[config.mk]
export PLATFORM = sky130hd
export DESIGN_NAME = uart_rx
export DESIGN_NICKNAME = d
export VERILOG_FILES = /design/src/rtl/uart_rx.sv
export SDC_FILE = /design/constraint.sdc
export NUM_CORES = 1
export LEC_CHECK = 0
export ABC_CLOCK_PERIOD_IN_PS = 2560
export BUFFER_PORTS_ARGS = -buffer_cell sky130_fd_sc_hd__buf_2
export CELL_PAD_IN_SITES_DETAIL_PLACEMENT = 1
export CELL_PAD_IN_SITES_GLOBAL_PLACEMENT = 1
export CORE_MARGIN = 10
export CORE_UTILIZATION = 25
export DETAILED_ROUTE_END_ITERATION = 8
export PLACE_DENSITY_LB_ADDON = 0.1
export REMOVE_ABC_BUFFERS = 1
export SETUP_SLACK_MARGIN = 0.2
export SLEW_MARGIN = 20
export SYNTH_ARGS = -nofsm -noshare
export SYNTH_HDL_FRONTEND = slang
export SYNTH_SLANG_ARGS = --single-unit
[constraint.sdc]
create_clock -name clk -period 2.56 [get_ports clk]
set_input_delay 0.64 -clock clk [delete_from_list [all_inputs] [get_ports clk]]
set_output_delay 0.64 -clock clk [all_outputs]
set_load 0.01 [all_outputs]
[src/rtl/uart_rx.sv]
// ---------------------------------------------------------------------------
// uart_rx - 8N1 UART receiver with a one-entry holding register.
//
// The receiver oversamples the asynchronous rx line in the clk domain. It
// confirms a start bit at mid-bit and shifts in 8 data bits LSB-first, each
// sampled at mid-bit. It then checks the stop bit. A good byte goes into
// rx_data and raises rx_valid until the consumer pulses rd_en.
//
// Parameters:
//   CLKS_PER_BIT  clk cycles per UART bit period (even, >= 4)
//
// Ports:
//   clk        system clock, rising edge
//   rst        synchronous active-low reset (0 = reset)
//   rx         asynchronous serial input, idles high
//   rd_en      consumer read strobe; clears rx_valid and overrun
//   rx_data    last good received byte
//   rx_valid   holding register contains an unread byte
//   overrun    sticky: a good byte replaced an unread one
//   frame_err  one-cycle pulse: stop bit sampled low
//   busy       receiver is not idle
// ---------------------------------------------------------------------------
`timescale 1ns / 1ps

module uart_rx #(
  parameter int CLKS_PER_BIT = 16
) (
  input  logic       clk,
  input  logic       rst,
  input  logic       rx,
  input  logic       rd_en,
  output logic [7:0] rx_data,
  output logic       rx_valid,
  output logic       overrun,
  output logic       frame_err,
  output logic       busy
);

  localparam int CW = $clog2(CLKS_PER_BIT);
  localparam logic [CW-1:0] HALF_M1 = CW'(CLKS_PER_BIT / 2 - 1);
  localparam logic [CW-1:0] FULL_M1 = CW'(CLKS_PER_BIT - 1);

  typedef enum logic [2:0] {
    ST_IDLE,
    ST_START,
    ST_DATA,
    ST_STOP,
    ST_BREAK
  } state_t;

  state_t        state;
  logic [CW-1:0] cnt;
  logic [2:0]    idx;
  logic [7:0]    shift;
  logic          rx_meta;
  logic          rs;

  // Two-flop synchroniser. It resets to the idle level so that leaving reset
  // is never mistaken for a start bit.
  always_ff @(posedge clk) begin
    if (!rst) begin
      rx_meta <= 1'b1;
      rs      <= 1'b1;
    end else begin
      rx_meta <= rx;
      rs      <= rx_meta;
    end
  end

  always_ff @(posedge clk) begin
    if (!rst) begin
      state     <= ST_IDLE;
      cnt       <= '0;
      idx       <= '0;
      shift     <= '0;
      rx_data   <= '0;
      rx_valid  <= 1'b0;
      overrun   <= 1'b0;
      frame_err <= 1'b0;
      busy      <= 1'b0;
    end else begin
      frame_err <= 1'b0;

      // NOTE: non-blocking assignments let a later assignment in this block
      // override these defaults in the same cycle. A byte load therefore takes
      // priority over a simultaneous read.
      if (rd_en) begin
        rx_valid <= 1'b0;
        overrun  <= 1'b0;
      end

      case (state)
        ST_IDLE: begin
          if (!rs) begin
            state <= ST_START;
            cnt   <= '0;
            busy  <= 1'b1;
          end
        end

        // Re-check the line at the middle of the start bit to reject glitches.
        ST_START: begin
          if (cnt == HALF_M1) begin
            cnt <= '0;
            if (!rs) begin
              state <= ST_DATA;
              idx   <= '0;
            end else begin
              state <= ST_IDLE;
              busy  <= 1'b0;
            end
          end else begin
            cnt <= cnt + 1'b1;
          end
        end

        // The counter now runs from mid-start-bit, so each full period lands
        // at mid-bit.
        ST_DATA: begin
          if (cnt == FULL_M1) begin
            cnt        <= '0;
            shift[idx] <= rs;
            if (idx == 3'd7) state <= ST_STOP;
            else             idx   <= idx + 3'd1;
          end else begin
            cnt <= cnt + 1'b1;
          end
        end

        ST_STOP: begin
          if (cnt == FULL_M1) begin
            cnt <= '0;
            if (rs) begin
              rx_data  <= shift;
              rx_valid <= 1'b1;
              if (rx_valid && !rd_en) overrun <= 1'b1;
              state    <= ST_IDLE;
              busy     <= 1'b0;
            end else begin
              frame_err <= 1'b1;
              state     <= ST_BREAK;
            end
          end else begin
            cnt <= cnt + 1'b1;
          end
        end

        // A held-low line (break) must return high before a new start bit
        // can be recognised.
        ST_BREAK: begin
          if (rs) begin
            state <= ST_IDLE;
            busy  <= 1'b0;
          end
        end

        default: begin
          state <= ST_IDLE;
          busy  <= 1'b0;
        end
      endcase
    end
  end

endmodule

# [Word level (Yosys, flattened, before mapping)]
# Cells that the tools add are included.
[word_totals] ff_bits=32 inputBits=4 out_inout_bits=12 word_cells=81
[op_classes] addsub=2 magnitude_cmp=2 eq_ne=15 mux=36 bitwise=1 n_reduce_logical=14
[ops] op="$mux W3" n=11
[ops] op="$ne A2 B2 Y1 const B" n=8
[ops] op="$mux W1" n=15
[ops] op="$pmux W3 S5" n=1
[ops] op="$mux W4" n=3
[ops] op="$pmux W4 S3" n=1
[ops] op="$bwmux W8" n=1
[ops] op="$eq A3 B2 Y1 const B" n=2
[ops] op="$eq A3 B3 Y1 const B" n=2
[ops] op="$pmux W3 S2" n=1
[ops] op="$reduce_and A3 Y1" n=2
[ops] op="$reduce_and A6 Y1" n=1
[ops] op="$pmux W1 S5" n=1
[ops] op="$reduce_and A5 Y1" n=1
[ops] op="$add A4 B1 Y4 const B" n=1
[ops] op="$eq A4 B3 Y1 const B" n=1
[ops] op="$eq A4 B4 Y1 const B" n=1
[ops] op="$lt A3 B4 Y1 const B" n=1
[ops] op="$reduce_and A2 Y1" n=2
[ops] op="$reduce_and A4 Y1" n=1
[ops] op="$add A3 B1 Y3 const B" n=1
[ops] op="$demux W1 S3" n=1
[ops] op="$eq A3 B1 Y1 const B" n=1
[ops] op="$ge A3 B1 Y1 const B" n=1
[ops] op="8 further kinds" n=9

# [Logic depth before layout (Yosys ltp)]
# Gate-level depths: netlist of run 1.
[logic_depth] ltp_word=6 depth_mapped=6 mapped_depth_nobuf=6

# [Least setup slack after synthesis of run 1]
# Ideal clock, no wire load.
[synth_timing] path_type="reg-to-reg" from="reg idx[0]" to="reg idx[0]" setup_ns=0.070 arrival_time_ns=1.541 required_ns=2.490 setup_slack_ns=0.949 path_stages_with_launch=7 n_path_buf=0 synth_period_minus_slack_ns=1.611 path_cell_list="dfxtp_1 ha_1 ha_1 nor3b_1 o2111ai_1 or3_1 a21boi_1"
[synth_between] elab_chain_len=4 word_cells_on_any_way=7 cone_classes="add/sub (1); eq/ne (2); mux (3); reduce/logical (1)"
[synth_lines] item="start: declaration" line_no="53" text="logic [2:0] idx;"
[synth_lines] item="start signal: assignment" line_no="124" text="else idx <= idx + 3'd1;"
[synth_lines] item="$add A3 B1 Y3" line_no="124"
[synth_lines] item="$mux W3" line_no="123" text="if (idx == 3'd7) state <= ST_STOP;"
[synth_lines] item="$mux W3" line_no="120" text="if (cnt == FULL_M1) begin"
[synth_lines] item="$pmux W3 S2" line_no="92" text="case (state)"
# Parallel ways exist; a longest one is shown, timed or not. The select of a mux whose other input is x is not followed.
# A chain may end at the register's enable or synchronous reset.

# [Worst setup path after layout of run 1]
[layout_timing] from="reg state[0]" to="reg idx[0]"
[layout_between] elab_chain_len=3 word_cells_on_any_way=9 cone_classes="eq/ne (6); mux (1); reduce/logical (2)"
[layout_lines] item="start: declaration" line_no="51" text="state_t state;"
[layout_lines] item="start signal: assignment" line_no="72" text="state <= ST_IDLE;"
[layout_lines] item="start signal: assignment" line_no="95" text="state <= ST_START;"
[layout_lines] item="start signal: assignment" line_no="106" text="state <= ST_DATA;"
[layout_lines] item="$eq A3 B2 Y1 / $eq A3 B1 Y1 (equally long branches)" line_no="92"
[layout_lines] item="$ne A2 B2 Y1 (no source line) / $reduce_bool A2 Y1 (equally long branches)"
[layout_lines] item="$reduce_and A5 Y1 (no source line)"
# Parallel ways exist; a longest one is shown, timed or not.

==> results of run 1 <==
## Yosys cell counts, drive strengths merged (2+ instances only)
cell type,n,area share [%]
mux2i,16,11
o2bb2ai,2,1.1
nand3,4,1.3
nor4,2,0.82
and2,4,1.6
o21ai,3,0.98
nand3b,2,0.98
inv,4,0.98
clkbuf,6,1.6
nor2,9,2.4
xnor2,2,1.1
o221a,2,1.5
a21boi,5,2.5
dfxtp,32,42
or2,2,0.82
ha,3,2.5
buf,6,2.1
nand2,17,4.2
nor2b,13,5.3
nor3b,7,4.1
nand2b,5,2.1
## state kept, by name, indices dropped and copies added (netlist names)
| register | flops |
|---|---|
| overrun | 1 |
| rx_meta | 1 |
| rx_data | 8 |
| rs | 1 |
| cnt | 4 |
| shift | 8 |
| state | 3 |
| frame_err | 1 |
| rx_valid | 1 |
| busy | 1 |
| idx | 3 |
## final timing paths
kind / startpoint / end
setup reg to reg: state[0] / idx[0]
setup / recovery: state[0] / idx[0]
hold reg to reg: rx_meta / rs
hold / removal: rx_meta / rs
## through the flow
stage	setup slack, ns	instance area [um^2]	std cells	total power [mW]
finish	0.641	1780	253	1.19
global route	0.442	1780	253	1.26
CTS	0.643	1780	253	1.22
detailed placement	0.659	1650	245	0.669
global placement	0.788	1650	245	0.669
floorplan	0.912	1470	153	0.632
## critical path, cell delays in order (launching register included)
cell and delay, ns:
dfxtp_1 0.70, nor3b_1 0.30, o2111ai_1 0.30, or3_1 0.42
a21boi_1 0.13
## cell usage in the layout, fill, tap and decap left out, drive strengths merged, types with 2 or more instances in the layout
cell type / Yosys / layout
a21boi: 5 / 5
and2: 4 / 4
buf: 6 / 17
clkbuf: 6 / 7
dfxtp: 32 / 32
ha: 3 / 3
inv: 4 / 4
mux2i: 16 / 16
nand2: 17 / 17
nand2b: 5 / 5
nand3: 4 / 4
nand3b: 2 / 2
nor2: 9 / 9
nor2b: 13 / 13
nor3b: 7 / 7
nor4: 2 / 2
o21ai: 3 / 3
o221a: 2 / 2
o2bb2ai: 2 / 2
or2: 2 / 2
xnor2: 2 / 2
## power groups by stage
stage	Sequential, mW	Combinational, mW	Clock (mW)
floorplan	0.545	0.0870	0
global placement	0.550	0.119	0
detailed placement	0.550	0.119	0
CTS	0.538	0.120	0.562
global route	0.542	0.134	0.584
finish	0.539	0.117	0.536
## layout make-up
class | instances | area, um^2
fillers | 691 | 4140
multi-input cells | 117 | 813
flip-flops and latches | 32 | 641
clock buffers | 7 | 96.3
well taps | 75 | 93.8
repair buffers | 17 | 90.1
clock inverters | 1 | 30.0
inverters | 4 | 15.0
## logic make-up after synthesis
| kind of cell | synth area share [%] |
|---|---|
| fa+ha+maj | 2.46 |
| simple gates | 26.3 |
| compound gates | 12.4 |
| mux | 10.5 |
| flops | 42.0 |
| buf+inv | 4.60 |
| xor+xnor | 1.72 |
## metal layers
layer  vias to the layer above  routed length (um)  GRT usage (%)
met5                         -                   0              0
met4                         0                  27           2.68
met1                       560                1690           9.23
li1                        596                   -              -
met3                         4                 152           2.75
met2                        16                1460           10.1
==> flow_metrics.tcl, run 1 <==
set metrics [dict create \
    status "finished clean" \
    internal_power_mw 0.911 \
    synthDistinctLibCells 46 \
    areaGrowthSynthToFinish_pct 16.7 \
    skew_ns 0.00580 \
    syn_avg_cell_area_um2 9.24 \
    crit_arrival_ns 2.14 \
    via_per_inst 4.65 \
    clk_pin_slew_ns 0.07 \
    drive_gt1_share_pct 18.5 \
    gp_congestion 0.707 \
    dieWidth_um 98.1 \
    globalRouteTotalUtil_pct 7.05 \
    grt_first_pass_wirelength_um 5620 \
    async_reset_ff_share_pct 0 \
    synth_flop_cell "dfxtp_1" \
    rsz0062_at_grt "false" \
    p_sw_mw 0.281 \
    num_io_pins 16 \
    path_class "register to register" \
    fp.dieArea_um2 9620 \
    min_path_cells 1 \
    timing.hold.ws_ns 0.417 \
    firstDrtPassIters 2 \
    grt_overflow 0 \
    htree_levels 2 \
    p_leak_nw 0.742 \
    grt_pass1_vias 1139 \
    io_buffer_count 15 \
    slew_violations 0 \
    post-dp-hpwl_um 2390 \
    ant_nets 0 \
    swShare_pct 23.6 \
    cts_buffer_depth 2 \
    hold_path.class "register to register" \
    ys_ff_latch 32 \
    r2r_slack_ns 0.64 \
    postCtsHoldBufs 0 \
    yosysSeqAreaShare_pct 42.0 \
    grt_start_max_net_pins 19 \
    setup_tns_ns 0 \
    crit_path_max_fanout 17 \
    clockRootBuffer "clkbuf_8" \
    hold_violations 0 \
    drtIter0Drc 25 \
    fmax_ghz 0.521 \
    cp-end-kind "register" \
    detail_route.drc_violations 0 \
    synth_cells 165 \
    slew_headroom_pct 60.0 \
    final_util_pct 30.1 \
    crit_path_start_kind "register" \
    maxCapViolations 0 \
    worstPathRequired_ns 2.78 \
    antennaDiodeCount 0 \
    antenna_found_initial 0 \
    cts_sinks 32 \
    post-route-period-util_pct 75.0 \
    setup_viol 0 \
    pwr-share-clk_pct 45.0 \
    cts_buffers 5 \
    yosysWarningCount 0 \
    placementRows 28 \
    cts_setup_buffers 0 \
    nets 184 \
    dr_total_vias 1176 \
    worst_pin_slew_ns 0.600 \
    cts-resized-gates 0 \
    min_period_ns 1.92 \
    die_h_um 98.1 \
    post_drt_wl_per_cell_um 13.2 \
    combPwrFrac_pct 9.8 \
    cts_tree "built" \
    synth-edff-count 0 \
    seq_power_share_pct 45.2 \
    p_per_area_nw_per_um2 670 \
    wl_um 3330 \
    clock_latency_ns 0.28 \
    initial_utilization_pct 25.7 \
    r2r_cells 4 \
    fp.coreArea_um2 5920 \
    ir_drop_v 0.000207 \
    synthesis.area_um2 1520 \
]
(Power assumes the default switching activity.)
==> inputs of run 2 (changes only) <==
--- a/config.mk
+++ b/config.mk
@@ -5,7 +5,8 @@
 export SDC_FILE = /design/constraint.sdc
 export NUM_CORES = 1
 export LEC_CHECK = 0
-export ABC_CLOCK_PERIOD_IN_PS = 2560
+export ABC_AREA = 1
+export ABC_CLOCK_PERIOD_IN_PS = 1800
 export BUFFER_PORTS_ARGS = -buffer_cell sky130_fd_sc_hd__buf_2
 export CELL_PAD_IN_SITES_DETAIL_PLACEMENT = 1
 export CELL_PAD_IN_SITES_GLOBAL_PLACEMENT = 1
==> constraint.sdc (replaced) <==
create_clock -name clk -period 1.8 [get_ports clk]
set_input_delay 0.45 -clock clk [delete_from_list [all_inputs] [get_ports clk]]
set_output_delay 0.45 -clock clk [all_outputs]
set_load 0.01 [all_outputs]
==> flow_metrics.tcl, run 2 <==
set metrics [dict create \
    status "finished clean" \
    yosysWarningCount 0 \
    skew_ns 0.00793 \
    cts_buffer_depth 2 \
    synthDistinctLibCells 28 \
    num_io_pins 16 \
    wl_um 3980 \
    met3_usage_pct 2.82 \
    drive_gt1_share_pct 21.3 \
    yosysTopAreaCellShare_pct 41.9 \
    final_cell_area_um2 1850 \
    grt_pass1_vias 1361 \
    fp.coreArea_um2 5920 \
    rr_startpoint "cnt[0]" \
    num-fill-cells 753 \
    worstPathRequired_ns 1.98 \
    dr_total_vias 1365 \
    cts_sinks 32 \
    final_common_cell "nor2_1" \
    grt_overflow 0 \
    io_buffer_count 15 \
    top_usage_layer "met2" \
    post-route-period-util_pct 81.1 \
    p_leak_nw 0.827 \
    synthesis.area_um2 1530 \
    slew_headroom_pct 78.0 \
    fp.dieArea_um2 9640 \
    drtIter0Drc 35 \
    clock_latency_ns 0.29 \
    post_drt_wl_per_cell_um 12.6 \
    reg2reg_to "busy" \
    grt_use_met1_pct 11.2 \
    crit_arrival_ns 1.63 \
    p_total_mw 2.27 \
    synth_flop_cell "dfxtp_1" \
    met2_usage_pct 12.2 \
    cp-end-kind "register" \
    p_per_area_nw_per_um2 1230 \
    crit_path_start_kind "register" \
    synth-edff-count 0 \
    netlist_top_cells_count "nor2_1 (50), nand2_1 (40), dfxtp_1 (32), inv_1 (19), o21ai_0 (19)" \
    antenna_found_initial 0 \
    r2r_cells 8 \
    firstDrtPassIters 4 \
    placed_cell_area_um2 1700 \
    nets 246 \
    crit_path_max_fanout 7 \
    setup_viol 0 \
    layout_common_cells "nor2_1 (48), nand2_1 (39), dfxtp_1 (32), inv_1 (19), o21ai_0 (19)" \
    worst_slack_ns 0.340 \
    clockRootBuffer "clkbuf_8" \
    globalRouteTotalUtil_pct 8.44 \
    initial_utilization_pct 25.8 \
    post-dp-hpwl_um 3070 \
    detail_route.drc_violations 0 \
    syn_avg_cell_area_um2 7.04 \
    async_reset_ff_share_pct 0 \
    ant_nets 0 \
    clk_pin_slew_ns 0.07 \
    synthTopCellsByArea "dfxtp_1 (42%), nor2_1 (12%), nand2_1 (9.8%)" \
    min_period_ns 1.46 \
    critPathCapture "busy" \
    cts_buffers 5 \
    via_per_inst 4.33 \
    timing.hold.ws_ns 0.359 \
    ir_drop_v 0.000437 \
    rsz0062_at_grt "false" \
    multiInputGateArea_um2 777 \
    cts_tree "built" \
    die_h_um 98.2 \
    hold_violations 0 \
    dieWidth_um 98.2 \
    maxCapViolations 0 \
    areaGrowthSynthToFinish_pct 20.8 \
    setup_tns_ns 0 \
    synth_area_leader_cell "dfxtp_1" \
    cp-startpoint "cnt[0]" \
    synth.most_common_cell "nor2_1" \
    placementRows 28 \
    path_class "register to register" \
    yosysSeqAreaShare_pct 41.9 \
    regArea_um2 641 \
    grt_start_max_net_pins 17 \
    antennaDiodeCount 0 \
    htree_levels 2 \
    grt_first_pass_wirelength_um 6770 \
    cts_setup_buffers 0 \
    fmax_ghz 0.685 \
    hold_path.class "input pin to register" \
    synth_cells 217 \
    ys_ff_latch 32 \
    pre_cts_ws_ns 0.217 \
    r2r_slack_ns 0.34 \
    largest_registers "rx_data x8, shift x8, cnt x4" \
    worst_pin_slew_ns 0.329 \
    slew_violations 0 \
    gp_congestion 0.777 \
]
run 2: layer usage:
layer	wire length [um]	vias up
met5	0	-
met4	52	0
met3	169	6
met2	1630	15
met1	2120	608
li1	-	736
run 2: layout make-up:
cell class,count,area share (%)
Timing Repair Buffer,20,6.10
Multi-Input combinational cell,157,42.1
Clock buffer,7,5.22
Tap cell,75,5.08
Clock inverter,1,1.63
Inverter,23,5.15
Sequential cell,32,34.7
run 2: worst min path at each step:
stage | startpoint | endpoint | slack, ns | depth (start not counted)
6_report | rx | rx_meta | 0.36 | 2
5_1_grt | rx | rx_meta | 0.36 | 2
4_1_cts | rx | rx_meta | 0.36 | 2
3_5_place_dp | rx_meta | rs | 0.40 | 1
3_3_place_gp | rx_meta | rs | 0.40 | 1
2_1_floorplan | rx_meta | rs | 0.39 | 1
run 2: stage by stage:
step                      utilization [%]  cells
after detailed placement             28.6    307
after floorplan                         -    212
after global placement               28.6    307
after CTS                            30.8    315
after global routing                 31.2    315
final                                31.2    315
run 2: where the power goes:
part	total (mW)	internal, mW	switching, mW
clock network	0.779	0.489	0.290
registers	0.839	0.769	0.0708
logic	0.656	0.211	0.445
total	2.27	1.47	0.806
run 2: cells by family after synthesis:
family | count (synthesis) | synth area share, %
buffers and inverters | 28 | 8.68
adders and majority gates | 3 | 2.46
and+or+nand+nor | 122 | 36.0
DFF | 32 | 41.9
AOI/OAI and AO/OA | 32 | 11.0
run 2: timing repair:
action,CTS,global route
endpoints found under the setup margin,1,16
resized for setup,1,6
hold buffers,0,0
cloned,0,0
run 2: worst max-delay path: stages, from the launching register on:
cell,delay [ns]
dfxtp_1,0.37
ha_2,0.23
nand3_4,0.13
nand2_1,0.12
inv_1,0.05
nor2_2,0.17
nand2_1,0.06
o21ai_0,0.16
nor2_1,0.06
